**src/rtl/fruit_class_vote_if.sv**
```systemverilog
// Pixel-side bundle for fruit_class_vote: class flags and sync/DE in, vote results out.
interface fruit_class_vote_if #(
    parameter int CNT_W   = 20,
    parameter int N_CLASS = 12
);
    logic [N_CLASS-1:0] i_class_n;
    logic               i_hsync;
    logic               i_vsync;
    logic               i_de;
    logic               o_hsync;
    logic               o_vsync;
    logic               o_de;
    logic [3:0]         o_class_raw;
    logic [3:0]         o_class;
    logic [CNT_W-1:0]   o_count;
    logic               o_valid;
    logic               o_busy;

    modport master (
        output i_class_n, i_hsync, i_vsync, i_de,
        input  o_hsync, o_vsync, o_de, o_class_raw, o_class, o_count, o_valid, o_busy
    );

    modport slave (
        input  i_class_n, i_hsync, i_vsync, i_de,
        output o_hsync, o_vsync, o_de, o_class_raw, o_class, o_count, o_valid, o_busy
    );
endinterface

```
**src/rtl/fruit_class_vote.sv**
```systemverilog
// Per-frame class histogram, serial argmax with minimum-area gate, and a
// consecutive-frame stability filter producing the recognised-fruit code.
module fruit_class_vote #(
    parameter int CNT_W    = 20,
    parameter int N_CLASS  = 12,
    parameter int MIN_PIX  = 2000,
    parameter int STABLE_N = 3,
    parameter int VS_POL   = 1
) (
    input logic             pixelclk,
    input logic             reset_n,
    fruit_class_vote_if.slave bus
);

    localparam logic        VS_ACT    = (VS_POL != 0);
    localparam logic [3:0]  NONE      = 4'hF;
    localparam logic [3:0]  LAST_IDX  = 4'(N_CLASS - 1);
    localparam logic [31:0] MIN_PIX_U = 32'(MIN_PIX);
    localparam logic [2:0]  STAB_THR  = 3'(STABLE_N);

    typedef enum logic [1:0] {
        WAIT_FIRST,
        ACCUM,
        COMPARE,
        PUBLISH
    } state_t;

    state_t           state_q;
    logic [CNT_W-1:0] live_q   [N_CLASS];
    logic [CNT_W-1:0] live_d   [N_CLASS];
    logic [CNT_W-1:0] shadow_q [N_CLASS];
    logic [3:0]       idx_q;
    logic [3:0]       best_q;
    logic [CNT_W-1:0] bestcnt_q;
    logic [3:0]       cand_q;
    logic [2:0]       stab_q;
    logic             vs_d_q;
    logic             hs_q, vs_q, de_q;
    logic [3:0]       class_raw_q, class_q;
    logic [CNT_W-1:0] count_q;
    logic             valid_q, busy_q;

    logic [N_CLASS-1:0] hit;
    logic               frame_edge;
    logic               snap;
    logic [CNT_W-1:0]   shadow_cur;
    logic               take;
    logic [3:0]         best_d;
    logic [CNT_W-1:0]   bestcnt_d;
    logic [3:0]         raw_d;
    logic [2:0]         stab_d;

    function automatic logic [CNT_W-1:0] sat_inc(input logic [CNT_W-1:0] v, input logic en);
        return (en && (v != {CNT_W{1'b1}})) ? v + CNT_W'(1) : v;
    endfunction

    assign hit        = {N_CLASS{bus.i_de}} & ~bus.i_class_n;
    assign frame_edge = (bus.i_vsync == VS_ACT) && (vs_d_q != VS_ACT);
    // Edges seen while COMPARE walks the shadows are deliberately dropped.
    assign snap       = frame_edge && (state_q == ACCUM || state_q == PUBLISH);

    always_comb begin
        for (int k = 0; k < N_CLASS; k++) begin
            live_d[k] = sat_inc(live_q[k], hit[k]);
            if (state_q == WAIT_FIRST) begin
                live_d[k] = frame_edge ? CNT_W'(hit[k]) : '0;
            end else if (snap) begin
                live_d[k] = CNT_W'(hit[k]);
            end
        end
    end

    assign shadow_cur = shadow_q[idx_q];
    assign take       = shadow_cur > bestcnt_q;
    assign best_d     = take ? idx_q : best_q;
    assign bestcnt_d  = take ? shadow_cur : bestcnt_q;
    assign raw_d      = (32'(bestcnt_d) >= MIN_PIX_U) ? best_d : NONE;
    assign stab_d     = (raw_d != cand_q) ? 3'd1 :
                        (stab_q == 3'd7)  ? 3'd7 : stab_q + 3'd1;

    always_ff @(posedge pixelclk or negedge reset_n) begin
        if (!reset_n) begin
            state_q     <= WAIT_FIRST;
            for (int k = 0; k < N_CLASS; k++) begin
                live_q[k]   <= '0;
                shadow_q[k] <= '0;
            end
            idx_q       <= '0;
            best_q      <= NONE;
            bestcnt_q   <= '0;
            cand_q      <= NONE;
            stab_q      <= '0;
            vs_d_q      <= 1'b0;
            hs_q        <= 1'b0;
            vs_q        <= 1'b0;
            de_q        <= 1'b0;
            class_raw_q <= NONE;
            class_q     <= NONE;
            count_q     <= '0;
            valid_q     <= 1'b0;
            busy_q      <= 1'b0;
        end else begin
            vs_d_q  <= bus.i_vsync;
            hs_q    <= bus.i_hsync;
            vs_q    <= bus.i_vsync;
            de_q    <= bus.i_de;
            valid_q <= 1'b0;
            for (int k = 0; k < N_CLASS; k++) begin
                live_q[k] <= live_d[k];
                if (snap) shadow_q[k] <= live_q[k];
            end

            case (state_q)
                WAIT_FIRST: begin
                    if (frame_edge) state_q <= ACCUM;
                end
                ACCUM, PUBLISH: begin
                    state_q <= ACCUM;
                    if (frame_edge) begin
                        state_q   <= COMPARE;
                        idx_q     <= '0;
                        best_q    <= NONE;
                        bestcnt_q <= '0;
                        busy_q    <= 1'b1;
                    end
                end
                COMPARE: begin
                    best_q    <= best_d;
                    bestcnt_q <= bestcnt_d;
                    idx_q     <= idx_q + 4'd1;
                    // Final step: results and filter update land together so they show in PUBLISH.
                    if (idx_q == LAST_IDX) begin
                        state_q     <= PUBLISH;
                        busy_q      <= 1'b0;
                        valid_q     <= 1'b1;
                        class_raw_q <= raw_d;
                        count_q     <= bestcnt_d;
                        cand_q      <= raw_d;
                        stab_q      <= stab_d;
                        if (stab_d >= STAB_THR) class_q <= raw_d;
                    end
                end
                default: state_q <= WAIT_FIRST;
            endcase
        end
    end

    assign bus.o_hsync     = hs_q;
    assign bus.o_vsync     = vs_q;
    assign bus.o_de        = de_q;
    assign bus.o_class_raw = class_raw_q;
    assign bus.o_class     = class_q;
    assign bus.o_count     = count_q;
    assign bus.o_valid     = valid_q;
    assign bus.o_busy      = busy_q;

endmodule

```
**src/flat_wrapper.sv**
```systemverilog
// flat-port wrapper written by rule: the top's interface ports become plain ports
module fruit_class_vote_flat 
#(
    parameter int CNT_W    = 20,
    parameter int N_CLASS  = 12,
    parameter int MIN_PIX  = 2000,
    parameter int STABLE_N = 3,
    parameter int VS_POL   = 1
)
  (pixelclk, reset_n, bus_i_class_n, bus_i_hsync, bus_i_vsync, bus_i_de, bus_o_hsync, bus_o_vsync, bus_o_de, bus_o_class_raw, bus_o_class, bus_o_count, bus_o_valid, bus_o_busy);
  fruit_class_vote_if #(.CNT_W(CNT_W), .N_CLASS(N_CLASS)) bus_i ();
  input logic pixelclk;
  input logic reset_n;
  input wire logic [$bits(bus_i.i_class_n)-1:0] bus_i_class_n;
  input wire logic [$bits(bus_i.i_hsync)-1:0] bus_i_hsync;
  input wire logic [$bits(bus_i.i_vsync)-1:0] bus_i_vsync;
  input wire logic [$bits(bus_i.i_de)-1:0] bus_i_de;
  output wire logic [$bits(bus_i.o_hsync)-1:0] bus_o_hsync;
  output wire logic [$bits(bus_i.o_vsync)-1:0] bus_o_vsync;
  output wire logic [$bits(bus_i.o_de)-1:0] bus_o_de;
  output wire logic [$bits(bus_i.o_class_raw)-1:0] bus_o_class_raw;
  output wire logic [$bits(bus_i.o_class)-1:0] bus_o_class;
  output wire logic [$bits(bus_i.o_count)-1:0] bus_o_count;
  output wire logic [$bits(bus_i.o_valid)-1:0] bus_o_valid;
  output wire logic [$bits(bus_i.o_busy)-1:0] bus_o_busy;
  assign bus_i.i_class_n = bus_i_class_n;
  assign bus_i.i_hsync = bus_i_hsync;
  assign bus_i.i_vsync = bus_i_vsync;
  assign bus_i.i_de = bus_i_de;
  assign bus_o_hsync = bus_i.o_hsync;
  assign bus_o_vsync = bus_i.o_vsync;
  assign bus_o_de = bus_i.o_de;
  assign bus_o_class_raw = bus_i.o_class_raw;
  assign bus_o_class = bus_i.o_class;
  assign bus_o_count = bus_i.o_count;
  assign bus_o_valid = bus_i.o_valid;
  assign bus_o_busy = bus_i.o_busy;
  fruit_class_vote #(.CNT_W(CNT_W), .N_CLASS(N_CLASS), .MIN_PIX(MIN_PIX), .STABLE_N(STABLE_N), .VS_POL(VS_POL)) u_core (.pixelclk(pixelclk), .reset_n(reset_n), .bus(bus_i));
endmodule
```
**config.mk**
```make
export PLATFORM = sky130hd
export DESIGN_NAME = fruit_class_vote_flat
export DESIGN_NICKNAME = d
export VERILOG_FILES = /design/src/rtl/fruit_class_vote_if.sv /design/src/rtl/fruit_class_vote.sv /design/src/flat_wrapper.sv
export SDC_FILE = /design/constraint.sdc
export NUM_CORES = 1
export LEC_CHECK = 0
export CAP_MARGIN = 40
export CORE_MARGIN = 2
export CORE_UTILIZATION = 40
export DETAILED_ROUTE_END_ITERATION = 8
export PLACE_DENSITY = 0.62
export SYNTH_ARGS = -nofsm -noshare
export SYNTH_HDL_FRONTEND = slang
export SYNTH_SLANG_ARGS = --single-unit
```
**constraint.sdc**
```tcl
create_clock -name pixelclk -period 5.6 [get_ports pixelclk]
set_clock_uncertainty 0.2 [all_clocks]
set_input_delay 0.56 -clock pixelclk [delete_from_list [all_inputs] [get_ports pixelclk]]
set_output_delay 0.56 -clock pixelclk [all_outputs]
set_load 0.005 [all_outputs]
```
==> results of run 1 <==
-- layout by cell type, fill, tap and decap left out, types with 26 or more instances in the layout --
cell | Yosys | routed
nand2_1 | 885 | 885
nor3_1 | 26 | 26
nor2_1 | 271 | 271
dfrtp_1 | 534 | 532
mux4_2 | 48 | 48
buf_4 | 6 | 34
clkbuf_16 | 0 | 59
nand3_1 | 84 | 84
clkdlybuf4s50_1 | 0 | 48
ha_1 | 34 | 34
o22ai_1 | 35 | 35
a21oi_1 | 61 | 61
or3_1 | 36 | 36
nand4_1 | 49 | 49
and3_1 | 38 | 38
xor2_1 | 130 | 130
xnor2_1 | 51 | 51
o21ai_0 | 96 | 95
inv_1 | 50 | 50
-- flip-flops by register name, summed over array words and instances, names as in the netlist --
signal              flops
u_core.stab_q           3
u_core.bus.o_hsync      1
u_core.best_q           4
u_core.shadow_q       240
u_core.live_q         240
u_core.bestcnt_q       20
u_core.cand_q           4
u_core.bus.o_de         1
u_core.bus.o_busy       1
u_core.bus.o_valid      1
u_core.bus.o_class      4
u_core.idx_q            4
u_core.vs_d_q           1
u_core.state_q          2
u_core.bus.o_count     20
-- metal layers --
metal	part of all wire, %	up-vias	global-route usage, %
met5	0	-	0
met4	3.3	0	7.23
met3	5.3	115	3.00
met2	45	473	32.7
met1	47	9800	31.0
li1	-	9277	-
-- power groups by stage --
| stage | Clock (mW) | Sequential [mW] | Combinational, mW |
|---|---|---|---|
| 2_1_floorplan | 0 | 4.36 | 1.83 |
| 3_3_place_gp | 0 | 4.48 | 2.61 |
| 3_5_place_dp | 0 | 4.49 | 2.69 |
| 4_1_cts | 4.01 | 4.42 | 2.69 |
| 5_1_grt | 4.16 | 4.43 | 3.06 |
| 6_report | 3.92 | 4.41 | 2.76 |
-- per-stage QoR --
stage / setup slack, ns / area, um2 / util, %
5_1_grt: 0.0743 / 29400 / 45.9
3_5_place_dp: 0.175 / 27400 / 42.7
6_report: 0.309 / 29400 / 45.9
3_3_place_gp: 0.280 / 27300 / 42.6
2_1_floorplan: 0.482 / 25800 / -
4_1_cts: 0.152 / 29300 / 45.8
-- worst register-to-register path, delay by kind of cell, from the launching register on --
| family | cells | cell delay [ns] |
|---|---|---|
| adder cells (fa/ha/maj) | 1 | 0.21 |
| buffers and inverters | 1 | 0.18 |
| AO/OA/AOI/OAI | 3 | 0.91 |
| flip-flops | 1 | 0.57 |
| AND/OR/NAND/NOR | 8 | 2.43 |
| multiplexers | 2 | 0.72 |
-- cell families (layout without fill, tap and decap cells) --
| family | Yosys count | after routing | share of synthesized area [%] |
|---|---|---|---|
| fa+ha+maj | 34 | 34 | 1.65 |
| flops | 546 | 546 | 53.0 |
| compound gates | 258 | 258 | 5.95 |
| xor+xnor | 181 | 181 | 6.14 |
| buf+inv | 174 | 258 | 2.74 |
| simple gates | 1468 | 1468 | 24.1 |
| mux | 97 | 97 | 6.44 |
-- cell type report --
class | count | area [um2]
Tap cell | 855 | 1070
Timing Repair Buffer | 100 | 1060
Sequential cell | 546 | 13700
Clock buffer | 80 | 1640
Multi-Input combinational cell | 2038 | 11500
Inverter | 50 | 188
Fill cell | 6042 | 34700
Clock inverter | 28 | 310
-- what timing repair did --
action / 4_1_cts / 5_1_grt
endpoints found under the hold margin: 108 / 0
setup buffers: 0 / 4
setup endpoints to repair: 0 / 4
hold buffers: 1 / 0
-- worst max-delay path by stage --
| stage | start | endpoint | slack, ns | cells after the start |
|---|---|---|---|---|
| floorplan | u_core.idx_q[0] | u_core.bus.o_class[0] | 0.48 | 18 |
| global placement | u_core.idx_q[0] | u_core.bus.o_class[3] | 0.28 | 16 |
| detailed placement | u_core.idx_q[0] | u_core.bus.o_class[1] | 0.17 | 15 |
| CTS | u_core.idx_q[0] | u_core.bus.o_class[0] | 0.15 | 15 |
| global route | u_core.idx_q[0] | u_core.bus.o_class[0] | 0.07 | 15 |
| finish | u_core.idx_q[0] | u_core.bus.o_class[0] | 0.31 | 15 |
==> impl_metrics.env, run 1 <==
export IMPL_status="finished clean"
export IMPL_hold_slack_ns=0.192
export IMPL_synth_nets=2809
export IMPL_crit_arrival_ns=5.63
export IMPL_dr_pass1_iters=5
export IMPL_cp_slowest_cell="or4_1"
export IMPL_grt_max_degree=138
export IMPL_min_period_ns=5.29
export IMPL_r2r_start="u_core.idx_q[0]"
export IMPL_dieArea_mm2=0.0666
export IMPL_track_usage_pct=21.3
export IMPL_overflow=0
export IMPL_leakage_nw=13.9
export IMPL_p_int_mw=7.37
export IMPL_dr_first_iter_drc_count=1659
export IMPL_final_hold_viol_count=0
export IMPL_start_kind="flop"
export IMPL_r2r_end="u_core.bus.o_class[0]"
export IMPL_worstPathCellList="buf_12 -> mux4_2 -> nor2_1 -> o31ai_1 -> ha_1 -> nand4_1 -> nor4_1 -> and2_1 -> or3b_2 -> o21ai_4 -> or4_4 -> and2_1 -> a31oi_1 -> or4_1 -> mux2_4"
export IMPL_clk_latency_ns=0.61
export IMPL_tightest_slew_ns=0.918
export IMPL_slew_violations=0
export IMPL_sw_frac_of_total_pct=33.5
export IMPL_max_freq_ghz=0.189
export IMPL_finalSetupViolCount=0
export IMPL_start_util_pct=40.3
export IMPL_pin_count=50
export IMPL_synth_largest_area_cell="dfrtp_1"
export IMPL_grt_pass1_wl_mm=112
export IMPL_worst_hold_path_endpoint="u_core.bus.o_hsync"
export IMPL_gp_congestion=0.943
export IMPL_n_antenna_cell=0
export IMPL_maxCapViolations=0
export IMPL_net_switching_power_mw=3.72
export IMPL_total_power_mw=11.1
export IMPL_yosys_warnings=0
export IMPL_synth_area_leaders="dfrtp_1 (52%), nand2_1 (13%), xor2_1 (4.4%)"
export IMPL_coreArea_mm2=0.0641
export IMPL_clockBufferDepth=3
export IMPL_nets=2846
export IMPL_cp_top_family="simple AND/OR/NAND/NOR gates"
export IMPL_netlist_area_mm2=0.0258
export IMPL_rrSetupSlack_ns=0.31
export IMPL_io_buffers=49
export IMPL_max_stage_delay_ns=0.66
export IMPL_required_ns=5.94
export IMPL_antenna_found_initial=0
export IMPL_path_buf_inv=1
export IMPL_first_global_vias=19506
export IMPL_reg2reg_depth=15
export IMPL_maxSlewHeadroom_pct=38.8
export IMPL_min_path_cells=1
export IMPL_finalSetupTns_ns=0
export IMPL_ys_ff_latch=546
export IMPL_cts_made_buffers=59
export IMPL_hpwl_mm=49.7
export IMPL_synth_most_common_cell="nand2_1"
export IMPL_min_path_type="in -> reg"
export IMPL_routed_wl_mm=69.7
export IMPL_synthFlopType="dfrtp_1"
export IMPL_synth_top_area_share_pct=51.8
export IMPL_vias_per_cell=5.32
export IMPL_pwr_share_clk_pct=35.4
export IMPL_ctsResizeCount=0
export IMPL_clockRootBuffer="clkbuf_16"
export IMPL_p_seq_share_pct=39.8
export IMPL_wl_per_cell_um=18.9
export IMPL_critPathKind="reg -> reg"
export IMPL_power_density_mw_per_mm2=377
export IMPL_drc=0
export IMPL_ir_drop_v=0.000252
export IMPL_p_comb_share_pct=24.9
export IMPL_syn_area_per_cell_um2=9.36
export IMPL_htree_levels=2
export IMPL_cp_end_kind="flop"
export IMPL_async_flop_share_pct=100
export IMPL_std_cell_rows=93
export IMPL_die_h_um=258
export IMPL_die_x_um=258
export IMPL_post_route_period_util_pct=94.5
export IMPL_drive_gt1_share_pct=8.55
export IMPL_cts_tree="done"
export IMPL_min_delay_start="bus_i_hsync"
export IMPL_num_vias=19665
export IMPL_cp_max_fo=15
export IMPL_syn2layout_area_growth_pct=13.9
export IMPL_clock_sinks=546
export IMPL_postRouteAntennaNets=0
export IMPL_synth_cells=2758
export IMPL_seq_area_frac_synth_pct=53.0
export IMPL_worst_path_most_repeated_cell="and2_1"
export IMPL_layout_cells_non_filler=3697
export IMPL_synth_commonest_cells="nand2_1 (885), dfrtp_1 (534), nor2_1 (271)"
export IMPL_rsz0062_at_grt="no"
export IMPL_clk_pin_slew_ns=0.07
export IMPL_dp_cells=3584
export IMPL_synth_edf_count=0
export IMPL_yosysUniqueCellTypes=69
Note: power is estimated with default switching activity, not from simulation.
==> inputs of run 2 (changes only) <==
--- a/config.mk
+++ b/config.mk
@@ -10,6 +10,7 @@
 export CORE_UTILIZATION = 40
 export DETAILED_ROUTE_END_ITERATION = 8
 export PLACE_DENSITY = 0.62
+export SETUP_SLACK_MARGIN = 0.1
 export SYNTH_ARGS = -nofsm -noshare
 export SYNTH_HDL_FRONTEND = slang
 export SYNTH_SLANG_ARGS = --single-unit
==> run 2 against run 1 <==
Combinational power is essentially flat. Critical path depth grew 1. Sequential power is essentially flat. Final area is essentially flat. Wire length shrank 0.18%. Maximum frequency grew 1.3%. Via count is essentially flat. Register-to-register slack gained 0.07 ns. Clock-buffer cell count is the same. Sequential cell count is the same. Non-clock buffer count is the same. Power is essentially flat. Critical path type unchanged. Highest routed layer unchanged.
==> impl_metrics.env, run 2 (synthesized netlist as in run 1, its figures left out) <==
export IMPL_wl_per_cell_um=18.8
export IMPL_dr_pass1_iters=5
export IMPL_tightest_slew_ns=0.920
export IMPL_postRouteAntennaNets=0
export IMPL_r2r_end="u_core.bus.o_class[0]"
export IMPL_io_buffers=49
export IMPL_cts_made_buffers=59
export IMPL_clk_pin_slew_ns=0.06
export IMPL_gp_congestion=0.943
export IMPL_track_usage_pct=21.3
export IMPL_first_global_vias=19506
export IMPL_drc=0
export IMPL_status="finished clean"
export IMPL_total_power_mw=11.1
export IMPL_crit_path_start="u_core.idx_q[0]"
export IMPL_num_vias=19668
export IMPL_maxSlewHeadroom_pct=38.7
export IMPL_finalSetupTns_ns=0
export IMPL_min_path_cells=1
export IMPL_grt_max_degree=138
export IMPL_maxCapViolations=0
export IMPL_min_delay_start="bus_i_hsync"
export IMPL_critPathKind="reg -> reg"
export IMPL_crit_arrival_ns=5.56
export IMPL_vias_per_cell=5.32
export IMPL_min_path_type="in -> reg"
export IMPL_nets=2846
export IMPL_pin_count=50
export IMPL_worst_hold_path_endpoint="u_core.bus.o_hsync"
export IMPL_dieArea_mm2=0.0666
export IMPL_ir_drop_v=0.000254
export IMPL_antenna_found_initial=0
export IMPL_cp_max_fo=23
export IMPL_clockBufferDepth=3
export IMPL_reg2reg_depth=16
export IMPL_clockRootBuffer="clkbuf_16"
export IMPL_start_kind="flop"
export IMPL_overflow=0
export IMPL_dr_first_iter_drc_count=1683
export IMPL_top_regs="u_core.live_q (240), u_core.shadow_q (240)"
export IMPL_std_cell_rows=93
export IMPL_rrSetupSlack_ns=0.38
export IMPL_die_x_um=258
export IMPL_clk_latency_ns=0.61
export IMPL_drive_gt1_share_pct=8.62
export IMPL_required_ns=5.94
export IMPL_final_common_cell="nand2_1"
export IMPL_post_route_period_util_pct=93.3
export IMPL_routed_wl_mm=69.6
export IMPL_die_h_um=258
export IMPL_cp_end_kind="flop"
export IMPL_n_antenna_cell=0
export IMPL_grt_pass1_wl_mm=112
export IMPL_r2r_start="u_core.idx_q[0]"
export IMPL_layout_cells_non_filler=3697
export IMPL_hpwl_mm=49.7
export IMPL_coreArea_mm2=0.0641
export IMPL_syn2layout_area_growth_pct=14.0
export IMPL_max_freq_ghz=0.191
export IMPL_clock_sinks=546
export IMPL_power_density_mw_per_mm2=377
export IMPL_min_period_ns=5.22
export IMPL_cts_tree="done"
export IMPL_finalSetupViolCount=0
export IMPL_leakage_nw=13.9
export IMPL_dp_cells=3584
export IMPL_slew_violations=0
export IMPL_start_util_pct=40.3
export IMPL_final_hold_viol_count=0
export IMPL_final_cell_mix="nand2_1 (885), dfrtp_1 (532), nor2_1 (271)"
export IMPL_htree_levels=2
export IMPL_rsz0062_at_grt="no"
-- run 2: area by class of cell --
type,count,area (um2)
Timing Repair Buffer,100,1060
Tap cell,855,1070
Inverter,50,188
Fill cell,6041,34700
Clock inverter,28,310
Clock buffer,80,1640
Sequential cell,546,13700
Multi-Input combinational cell,2038,11500
-- run 2: routing by layer --
| layer | global-route usage [%] | wire, um |
|---|---|---|
| met5 | 0 | 0 |
| met4 | 7.23 | 2180 |
| met3 | 3.00 | 3900 |
| met2 | 32.7 | 31200 |
| met1 | 31.0 | 32300 |
-- run 2: stage by stage --
stage	area, um2	hold WS (ns)	utilization (%)	setup WS (ns)
2_1_floorplan	25800	0.0644	-	0.482
5_1_grt	29400	0.176	45.9	0.109
6_report	29400	0.191	45.9	0.378
3_5_place_dp	27400	0.256	42.7	0.175
3_3_place_gp	27300	0.256	42.6	0.280
4_1_cts	29300	0.160	45.8	0.152
-- run 2: power by group --
| part | internal [mW] | switching, mW | total, mW |
|---|---|---|---|
| Clock | 2.32 | 1.60 | 3.92 |
| Sequential | 4.17 | 0.243 | 4.41 |
| Combinational | 0.892 | 1.87 | 2.76 |
| Total | 7.37 | 3.72 | 11.1 |
-- run 2: timing repair --
item                                    in CTS  in global routing
endpoints found under the setup margin       0                  4
hold buffers                                 1                  0
setup buffers                                0                  4
hold endpoints to repair                   108                  0
gates resized for setup                      0                  2
-- run 2: how the worst max path moves through the flow --
stage                                       end  slack, ns  cells after the start
final                     u_core.bus.o_class[0]       0.38                     16
after global routing      u_core.bus.o_class[0]       0.11                     16
after global placement    u_core.bus.o_class[3]       0.28                     16
after CTS                 u_core.bus.o_class[0]       0.15                     15
after floorplan           u_core.bus.o_class[0]       0.48                     18
after detailed placement  u_core.bus.o_class[1]       0.17                     15
-- run 2: worst max-delay path, cell delays in order (launching register included) --
cell and delay, ns:
dfrtp_4 0.54, buf_12 0.21, buf_4 0.23, mux2_2 0.37, o22ai_1 0.20, o31ai_1 0.13, ha_1 0.31, nand4_1 0.13
nor4_1 0.26, and2_1 0.19, or3b_2 0.49, o21ai_4 0.21, or4_4 0.24, and2_1 0.26, a31oi_1 0.15, or4_1 0.65
mux2_4 0.34
==> inputs of run 3 (changes only) <==
--- a/config.mk
+++ b/config.mk
@@ -6,7 +6,6 @@
 export NUM_CORES = 1
 export LEC_CHECK = 0
 export CAP_MARGIN = 40
-export CORE_MARGIN = 2
 export CORE_UTILIZATION = 40
 export DETAILED_ROUTE_END_ITERATION = 8
 export PLACE_DENSITY = 0.62
==> run 3 against run 2 <==
Global-route usage up 0.65 points. Worst setup slack better by 0.060 ns. Clock-buffer cell count down 3. Final area about the same. Power up 2.3%. Cell count down 0.30%. Non-clock buffer count down 1. Maximum frequency up 1.2%. Wire length up 2.7%. Utilization up 0.53 points. Die area down 1.5%. Via count up 1.0%.
==> impl_metrics.env, run 3 (synthesized netlist as in run 1, its figures left out) <==
export IMPL_critPathKind="reg -> reg"
export IMPL_n_antenna_cell=0
export IMPL_start_kind="flop"
export IMPL_pin_count=50
export IMPL_dr_first_iter_drc_count=1720
export IMPL_worst_path_most_repeated_cell="and2_1"
export IMPL_clockRootBuffer="clkbuf_16"
export IMPL_syn2layout_area_growth_pct=14.0
export IMPL_clockBufferDepth=3
export IMPL_overflow=0
export IMPL_max_freq_ghz=0.194
export IMPL_p_seq_share_pct=39.1
export IMPL_cp_end_kind="flop"
export IMPL_clock_sinks=546
export IMPL_grt_pass1_wl_mm=113
export IMPL_place_area_mm2=0.0273
export IMPL_post_route_period_util_pct=92.2
export IMPL_grt_max_degree=258
export IMPL_leakage_nw=13.9
export IMPL_std_cell_rows=92
export IMPL_dr_pass1_iters=5
export IMPL_wl_per_cell_um=19.4
export IMPL_net_switching_power_mw=3.84
export IMPL_hpwl_mm=50.7
export IMPL_final_cell_mix="nand2_1 (885), dfrtp_1 (531), nor2_1 (271)"
export IMPL_clk_pin_slew_ns=0.06
export IMPL_cp_max_fo=23
export IMPL_p_int_mw=7.50
export IMPL_ir_drop_v=0.000363
export IMPL_required_ns=5.95
export IMPL_num_vias=19872
export IMPL_cts_made_buffers=59
export IMPL_finalSetupViolCount=0
export IMPL_slew_violations=0
export IMPL_power_density_mw_per_mm2=385
export IMPL_coreArea_mm2=0.0634
export IMPL_final_common_cell="nand2_1"
export IMPL_status="finished clean"
export IMPL_pwr_share_clk_pct=36.0
export IMPL_cp_slowest_cell="or4_1"
export IMPL_worst_slack_ns=0.437
export IMPL_nets=2845
export IMPL_track_usage_pct=21.9
export IMPL_drc=0
export IMPL_postRouteAntennaNets=0
export IMPL_cts_tree="done"
export IMPL_design_area_mm2=0.0294
export IMPL_worstPathCellList="buf_12 -> mux4_2 -> and2_1 -> o21bai_1 -> ha_1 -> nand2_1 -> nor4_2 -> and2_1 -> or3b_2 -> o21ai_4 -> mux2i_1 -> xor2_1 -> a31oi_1 -> or4_1 -> mux2_4"
export IMPL_hold_slack_ns=0.184
export IMPL_dieArea_mm2=0.0655
export IMPL_max_stage_delay_ns=0.65
export IMPL_die_x_um=256
export IMPL_place_ws_ns=0.180
export IMPL_vias_per_cell=5.39
export IMPL_tightest_slew_ns=1.23
export IMPL_finalSetupTns_ns=0
export IMPL_start_util_pct=40.7
export IMPL_crit_arrival_ns=5.51
export IMPL_io_buffers=49
export IMPL_gp_congestion=0.942
export IMPL_rsz0062_at_grt="no"
export IMPL_min_period_ns=5.16
export IMPL_first_global_vias=19314
export IMPL_maxSlewHeadroom_pct=17.9
export IMPL_final_hold_viol_count=0
export IMPL_sw_frac_of_total_pct=33.8
export IMPL_min_path_type="in -> reg"
export IMPL_htree_levels=2
export IMPL_routed_wl_mm=71.5
export IMPL_top_regs="u_core.live_q (240), u_core.shadow_q (240)"
export IMPL_clk_latency_ns=0.62
export IMPL_die_h_um=256
export IMPL_p_comb_share_pct=24.9
export IMPL_drive_gt1_share_pct=8.70
export IMPL_maxCapViolations=0
export IMPL_antenna_found_initial=0
==> run 3: cell count changes in the layout (fill, tap and decap cells not counted), sizes merged <==
cell,change
bufinv,+2
clkinv,+1
clkbuf,-3
clkinvlp,-2
inv,+1
buf,-1
==> run 3: timing repair <==
action,4_1_cts,5_1_grt
resized for setup,0,3
hold buffers,1,0
endpoints found under the hold margin,105,0
setup buffers,0,7
endpoints found under the setup margin,0,4
==> run 3: per-layer routing <==
metal | GRT usage, % | vias to the layer above | wire length, um
met2 | 32.9 | 589 | 31300
met3 | 3.22 | 104 | 4560
met5 | 0 | - | 0
met1 | 32.8 | 9911 | 33700
met4 | 6.52 | 0 | 1910
li1 | - | 9268 | -
==> run 3: area by class of cell <==
class | count | area (um2)
Fill cell | 5944 | 34000
Inverter | 50 | 188
Timing Repair Buffer | 99 | 1000
Clock inverter | 30 | 392
Clock buffer | 77 | 1650
Tap cell | 846 | 1060
Sequential cell | 546 | 13700
Multi-Input combinational cell | 2038 | 11500
==> run 3: worst paths after layout <==
check	slack [ns]	end	cells after the start	from
max	0.44	u_core.bus.o_class[2]	15	u_core.idx_q[0]
min	0.18	u_core.bus.o_hsync	1	bus_i_hsync
max reg2reg	0.44	u_core.bus.o_class[2]	15	u_core.idx_q[0]
min reg2reg	0.28	u_core.bus.o_count[4]	2	u_core.bus.o_count[4]
max in group asynchronous	3.37	u_core.live_q[117]	3	reset_n
min in group asynchronous	0.43	u_core.live_q[40]	2	reset_n
==> run 3: power by group through the flow <==
| stage | combinational, mW | clock (mW) | sequential [mW] |
|---|---|---|---|
| after floorplan | 1.83 | 0 | 4.36 |
| after global placement | 2.67 | 0 | 4.51 |
| after detailed placement | 2.72 | 0 | 4.52 |
| after CTS | 2.73 | 4.16 | 4.45 |
| after global routing | 3.07 | 4.31 | 4.46 |
| final | 2.82 | 4.08 | 4.44 |
==> run 3: critical path, delay by kind of cell (launching register included) <==
family	cells	cell delay, ns
AOI/OAI and AO/OA	3	0.48
xor gates and xnor gates	1	0.17
adders and majority gates	1	0.31
buffers and inverters	1	0.22
DFF	1	0.56
muxes	3	1.21
and+or+nand+nor	6	1.91
==> run 3: per-stage QoR <==
stage,utilization (%),instances,power [mW]
floorplan,-,2758,6.19
global placement,43.0,3567,7.18
detailed placement,43.0,3571,7.24
CTS,46.3,3679,11.3
global route,46.4,3686,11.8
finish,46.4,3686,11.3
